`config.mk`:
```
export PLATFORM = sky130hd
export DESIGN_NAME = logic_result_fifo
export DESIGN_NICKNAME = d
export VERILOG_FILES = /design/src/rtl/logic_result_fifo.sv
export SDC_FILE = /design/constraint.sdc
export NUM_CORES = 1
export LEC_CHECK = 0
export ABC_AREA = 1
export CAP_MARGIN = 5
export CORE_MARGIN = 5
export CORE_UTILIZATION = 54
export DETAILED_ROUTE_END_ITERATION = 12
export PLACE_DENSITY = 0.79
export SETUP_SLACK_MARGIN = 0.1
export SYNTH_ARGS = -nofsm -noshare
export SYNTH_HDL_FRONTEND = slang
export SYNTH_SLANG_ARGS = --single-unit
```
`constraint.sdc`:
```
create_clock -name clk -period 2.52 [get_ports clk]
set_clock_uncertainty 0.2 [all_clocks]
set_input_delay 0.504 -clock clk [delete_from_list [all_inputs] [get_ports clk]]
set_output_delay 0.504 -clock clk [all_outputs]
set_load 0.01 [all_outputs]
```
`src/rtl/logic_result_fifo.sv`:
```
// logic_result_fifo: registered result-word FIFO with a saturating nonzero-pop counter.
// Defining RESULT_FIFO_PARITY_EN adds out_parity, a stored even-parity bit per word.
module logic_result_fifo #(
   parameter int DEPTH = 4,
   parameter int CNT_W = 8
) (
   input  logic                     clk,
   input  logic                     reset,
   input  logic                     ena,
   input  logic                     in_valid,
   input  logic [7:0]               in_data,
   output logic                     in_ready,
   output logic                     out_valid,
   output logic [7:0]               out_data,
   input  logic                     out_ready,
   output logic [$clog2(DEPTH):0]   level,
   output logic [CNT_W-1:0]         nz_cnt
`ifdef RESULT_FIFO_PARITY_EN
   ,
   output logic                     out_parity
`endif
);
   localparam int PW = $clog2(DEPTH);
   localparam int LW = PW + 1;
   localparam logic [LW-1:0] FULL = LW'(DEPTH);
   logic [7:0]    mem_q [DEPTH];
   logic [PW-1:0] wptr_q, wptr_d, rptr_q, rptr_d;
   logic [LW-1:0] level_q, level_d;
   logic [CNT_W-1:0] nz_q, nz_d;
   logic push, pop;
   always_comb begin
      in_ready  = (level_q < FULL) && ena;
      out_valid = level_q != '0;
      out_data  = out_valid ? mem_q[rptr_q] : 8'h00;
      push      = in_valid && in_ready;
      pop       = out_valid && out_ready && ena;
      wptr_d    = push ? wptr_q + PW'(1) : wptr_q;
      rptr_d    = pop ? rptr_q + PW'(1) : rptr_q;
      level_d   = (push && !pop) ? level_q + LW'(1) : (pop && !push) ? level_q - LW'(1) : level_q;
      nz_d      = (pop && out_data != 8'h00 && nz_q != '1) ? nz_q + CNT_W'(1) : nz_q;
      level     = level_q;
      nz_cnt    = nz_q;
   end
   always_ff @(posedge clk) begin
      if (reset) begin
         wptr_q  <= '0;
         rptr_q  <= '0;
         level_q <= '0;
         nz_q    <= '0;
      end else begin
         wptr_q  <= wptr_d;
         rptr_q  <= rptr_d;
         level_q <= level_d;
         nz_q    <= nz_d;
      end
   end
   // Storage is left unreset; a reset only has to empty the pointers.
   always_ff @(posedge clk) begin
      if (push && !reset) mem_q[wptr_q] <= in_data;
   end
`ifdef RESULT_FIFO_PARITY_EN
   logic par_q [DEPTH];
   always_ff @(posedge clk) begin
      if (push && !reset) par_q[wptr_q] <= ^in_data;
   end
   assign out_parity = out_valid ? par_q[rptr_q] : 1'b0;
`endif
endmodule
```
; ---- Word-level counts from Yosys, hierarchy flattened
; Memories as Yosys holds them, arrays and structs flattened. A register that Yosys moved wholly into a read port is not among the register bits.
; Index checks and enable logic that the tools add are counted.
[totals]
latch_bits = 0
elab_cells = 34
out_inout_bits = 21
inputBits = 13
mem_count = 1
ff_bits = 15
mem_bits_rw = 32
romBits = 0
[classes]
mul = 0
n_shift = 0
n_lt_le_gt_ge = 1
n_eq_ne = 1
div = 0
n_reduce_logical = 15
add_sub_neg = 5
bitwise_logic = 0
muxes = 7
[memory_table]
columns = name, words, word_bits, rd, rd_ports_with_merged_regs, wr, line_no
row1 = mem_q, 4, 8, 1, 1, 1, 26  ; logic [7:0] mem_q [DEPTH];
[op_table]
columns = cell, n
row1 = 1-bit logical AND, 9
row2 = 8-bit by 1-bit adder with 8-bit output (second input constant), 1
row3 = 8-bit 2-to-1 mux, 1
row4 = 8-bit != test (second input constant), 1
row5 = 8-bit nonzero test, 1
row6 = 3-bit 2-to-1 mux, 2
row7 = 2-bit by 1-bit adder with 2-bit output (second input constant), 2
row8 = 2-bit 2-to-1 mux, 2
row9 = 3-bit by 1-bit adder with 3-bit output (second input constant), 1
row10 = 1-bit zero test, 3
row11 = 3-bit < comparator (second input constant), 1
row12 = 3-bit nonzero test, 1
row13 = 3-bit by 1-bit subtractor with 3-bit output (second input constant), 1
row14 = 1-bit 2-to-1 mux, 2
row15 = 2-bit nonzero test, 1

; ---- Depth between registers and ports, before layout
[logic_depth]
ltp_word = 7
depth_mapped = 15

; ---- Worst setup path after synthesis
; OpenSTA, ideal clock, no wires.
[synth_timing]
kind = input port to flip-flop
from = input ena
to = register level_q[2], in the netlist level[2]
n_path_buf = 0
required_ps = 2198
path_stages = 11
arrival_ps = 1910
setup_slack_ps = 287
path_cell_list = inv_1 nor2_1 nand2_1 inv_1 ha_1 inv_1 fa_1 a21oi_1 o21ai_0 o21ai_0 a21oi_1
[synth_via]
elab_chain_len = 5
elab_cells_between_ends = 9
[synth_rtl]
columns = item, line_no
row1 = start: declaration, 9  ; input logic ena,
row2 = 1-bit logical AND *, 32  ; in_ready = (level_q < FULL) && ena;
row3 = net in_ready, 12  ; output logic in_ready,
row4 = 1-bit logical AND *, 35  ; push = in_valid && in_ready;
row5 = net push, 30  ; logic push, pop;
row6 = 1-bit zero test, 39  ; level_d = (push && !pop) ? level_q + LW'(1) : (pop && !push) ? level_q - LW'(1) : level_q;
row7 = 1-bit logical AND, 39
row8 = 2-bit nonzero test (no line), -
row9 = end signal: assignment, 53  ; level_q <= level_d;
row10 = end: declaration, 28  ; logic [LW-1:0] level_q, level_d;
; The timed path passes the listed nets; every way through them passes the cells marked *.
; A chain may end at the register's enable or synchronous reset.

; ---- Worst setup path after layout
[layout_timing]
from = input ena
to = register level_q[2], in the netlist level[2]
[layout_via]
elab_chain_len = 5
elab_cells_between_ends = 9
[layout_rtl]
columns = item, line_no
row1 = 1-bit logical AND *, 32
row2 = 1-bit logical AND *, 35
row3 = net push, 30
row4 = 1-bit zero test, 39
row5 = 1-bit logical AND, 39
row6 = 2-bit nonzero test (no line), -
; Marks and branches as above.

==> reports/qor.yml <==
clocking:
  cts.htree.levels: 2
  clock-root-buffer: "clkbuf_8"
  clock_path_buffers: 2
  clock_sinks: 49
  cts_tree: "done"
  insertion_delay_ps: 310
  path_clk_slew_ps: 90
  cts_buffers: 5
  holdBufCountCts: 0
yosys:
  synth.area.mux_share_pct: 0
  synth_top_family_by_area: "simple AND/OR/NAND/NOR gates"
  yosysMostFrequentCell: "nand2_1"
  yosys_warnings: 0
  synth_edf_count: 32
  synth.distinct_cells: 20
  synth_area_um2: 2404
  seq_area_frac_synth_pct: 54.14
  yosys.area_share.simple_pct: 23.74
  syn_avg_cell_area_um2: 8.260
  postSynth.asyncResetShare_pct: 0
  synthTopCellsByCount: "nand2_1 (78), inv_1 (70), edfxtp_1 (32)"
  syn_nets: 311
  synth_compound_area_share_pct: 3.540
  synthXorXnorAreaFrac_pct: 0.3644
  ys_ff_latch: 49
  postSynthCellCount: 291
  yosys.area.top_type: "edfxtp_1"
  synth_top_cell_area_share_pct: 39.98
  synth_adder_area_share_pct: 3.956
  ys.flop_type: "edfxtp_1"
  synthTopCellsByArea: "edfxtp_1 (40%), dfxtp_1 (14%), nand2_1 (12%), inv_1 (11%), nand3_1 (5.0%)"
detailed_routing:
  drt_first_pass_iters: 4
  routedWlPerCell_um: 11.61
  drt.antenna.violating_nets: 0
  post_drt_via_cell_ratio: 4.770
  post-route-drc-count: 0
  vias: 1865
  wirelength_mm: 4.541
  drtIter0Drc: 105
layout:
  fillers: 326
  final_core_util_pct: 68.49
  nets: 358
  design_area_um2: 2962
  syn2layout_area_growth_pct: 23.22
  drive_gt1_share_pct: 9.440
  n_antenna_cell: 0
sta:
  slew_headroom_pct: 77.73
  worst_pin_slew_ps: 331.0
  fin_crit_ps: 2301
  finalSetupViolations: 0
  timing.fmax_mhz: 434.5
  setup_ws_ps: 218.6
  period_share_pct: 91.32
  rsz0062_at_grt: "yes"
  hold_viol: 0
  setup_tns_ps: 0
  finalMaxSlewViolations: 0
power_and_ir_drop:
  internal-power_mw: 1.294
  p_seq_share_pct: 49.4
  power_mw: 1.860
  power_density_nw_per_um2: 628.2
  clkPwrFrac_pct: 24.7
  p_sw_share_pct: 30.43
  leakagePower_nw: 1.464
  worst_ir_drop_vdd_mv: 0.4105
  combPwrFrac_pct: 25.9
  p_sw_uw: 566.1
global_route:
  grt_pass1_wl_mm: 7.948
  grt_start_max_net_pins: 17
  antenna_found_initial: 0
  grt_pass1_vias: 1803
  grt_usage_pct: 16.84
  grt_overflow: 0
worst_setup_path:
  start_kind: "input pin"
  worstSetupEndpointType: "flop"
  cp_top_family: "buffers and inverters"
  cp_slowest_cell: "clkdlybuf4s50_1"
  path_buf_inv: 4
  max_stage_delay_ps: 480
  required_ps: 2520
  crit_type: "in2reg"
  crit_fanout: 2
  cp_cell_sequence: "clkdlybuf4s50_1 -> inv_1 -> nor2_2 -> nand2_1 -> inv_1 -> ha_1 -> inv_1 -> fa_1 -> a21oi_1 -> o21ai_0 -> o21ai_0 -> a21oi_1"
  cp.depth: 12
  r2r_cells: 10
  cp.arrival_ps: 2300
  crit_top_cell: "inv_1"
floorplan:
  dieArea_um2: 5885
  design.core.area_um2: 4324
  fp.dieH_um: 76.72
  std_cell_rows: 24
  die_w_um: 76.72
  ios: 34
  start_util_pct: 55.58
place:
  place.gp.congestion: 0.8378
  place_area_um2: 2844
  post-place-ws_ps: -166.5
  dp_hpwl_mm: 3.174
  port_buffers: 33
status:
  outcome: "completed"
run:
  drv_cap: 0
hold_path:
  holdPathStages: 2
  hp-class: "reg2reg"
[state kept, by name, summed over array words and instances (netlist names), named ones only]
name,count
mem_q,32
rptr_q,2
wptr_q,2
nz_cnt,8
level,3
[power by group through the flow]
stage                     clock [mW]  sequential, mW  combinational (mW)
after floorplan                    0           0.938               0.279
after global placement             0           0.937               0.476
after detailed placement           0           0.938               0.486
after CTS                      0.471           0.920               0.491
after global routing           0.514           0.927               0.541
final                          0.459           0.920               0.481
[cells in the final DEF (no fill, tap or decap)]
cell type         n
nand2_1          78
inv_1            69
edfxtp_1         32
nand3_1          24
clkdlybuf4s50_1  24
nor2_1           21
dfxtp_1          16
buf_4            14
a21oi_1           9
o21ai_0           8
nand4_1           7
dlymetal6s2s_1    7
ha_1              6
clkbuf_8          5
nor2_2            3
inv_2             3
clkinvlp_4        3
dlygate4sd2_1     2
inv_6             1
nand2_4           1
nand2_2           1
clkinv_1          1
xnor2_1           1
nor4_1            1
fa_1              1
dfxtp_4           1
[logic make-up after synthesis]
logic type                 after synthesis
and+or+nand+nor                        136
buffers and inverters                   81
DFF                                     49
AOI/OAI and AO/OA                       17
adders and majority gates                7
xor gates and xnor gates                 1
[per-layer routing]
metal	up-vias	global-route usage, %	part of all wire, %
li1	982	-	-
met1	840	20.27	41
met2	36	28.10	52
met3	7	5.269	5.4
met4	0	6.294	1.4
met5	-	0	0
[worst paths after layout]
kind	from	endpoint	slack, ps
worst max-delay path	ena	level[2]$_SDFFE_PP0P_	220
worst min-delay path	rptr_q[1]$_SDFFE_PP0P_	rptr_q[1]$_SDFFE_PP0P_	270
worst max register to register	level[2]$_SDFFE_PP0P_	level[2]$_SDFFE_PP0P_	360
worst min register to register	rptr_q[1]$_SDFFE_PP0P_	rptr_q[1]$_SDFFE_PP0P_	270
[through the flow]
step / hold WS, ps / cells
final: 269.3 / 391
after global routing: 320.8 / 391
after floorplan: 235.6 / 291
after global placement: 250.3 / 383
after detailed placement: 258.6 / 383
after CTS: 273.1 / 391
[area by class of cell]
cell class	count	area [µm²]	area share, %
Sequential cell	49	1305	44.06
Multi-Input combinational cell	161	767.0	25.90
Timing Repair Buffer	47	450.4	15.21
Inverter	74	282.8	9.548
Clock buffer	5	68.82	2.324
Tap cell	52	65.06	2.197
Clock inverter	3	22.52	0.7605
[worst reg2reg max path, stage by stage (launching register included)]
cell and delay (ps):
dfxtp_1 350, nor2_1 190, nand2_4 140, nand3_1 140, ha_1 160, inv_1 60, fa_1 370, a21oi_1 130
o21ai_0 110, o21ai_0 160, a21oi_1 50
[what timing repair did]
item                       4_1_cts  5_1_grt
setup endpoints to repair        9        8
setup buffers                    0        0
hold endpoints to repair         0        0
gates resized for setup          5        9
cloned                           0        0
pin swaps                        0        0
Power figures use the tool's default switching activity.
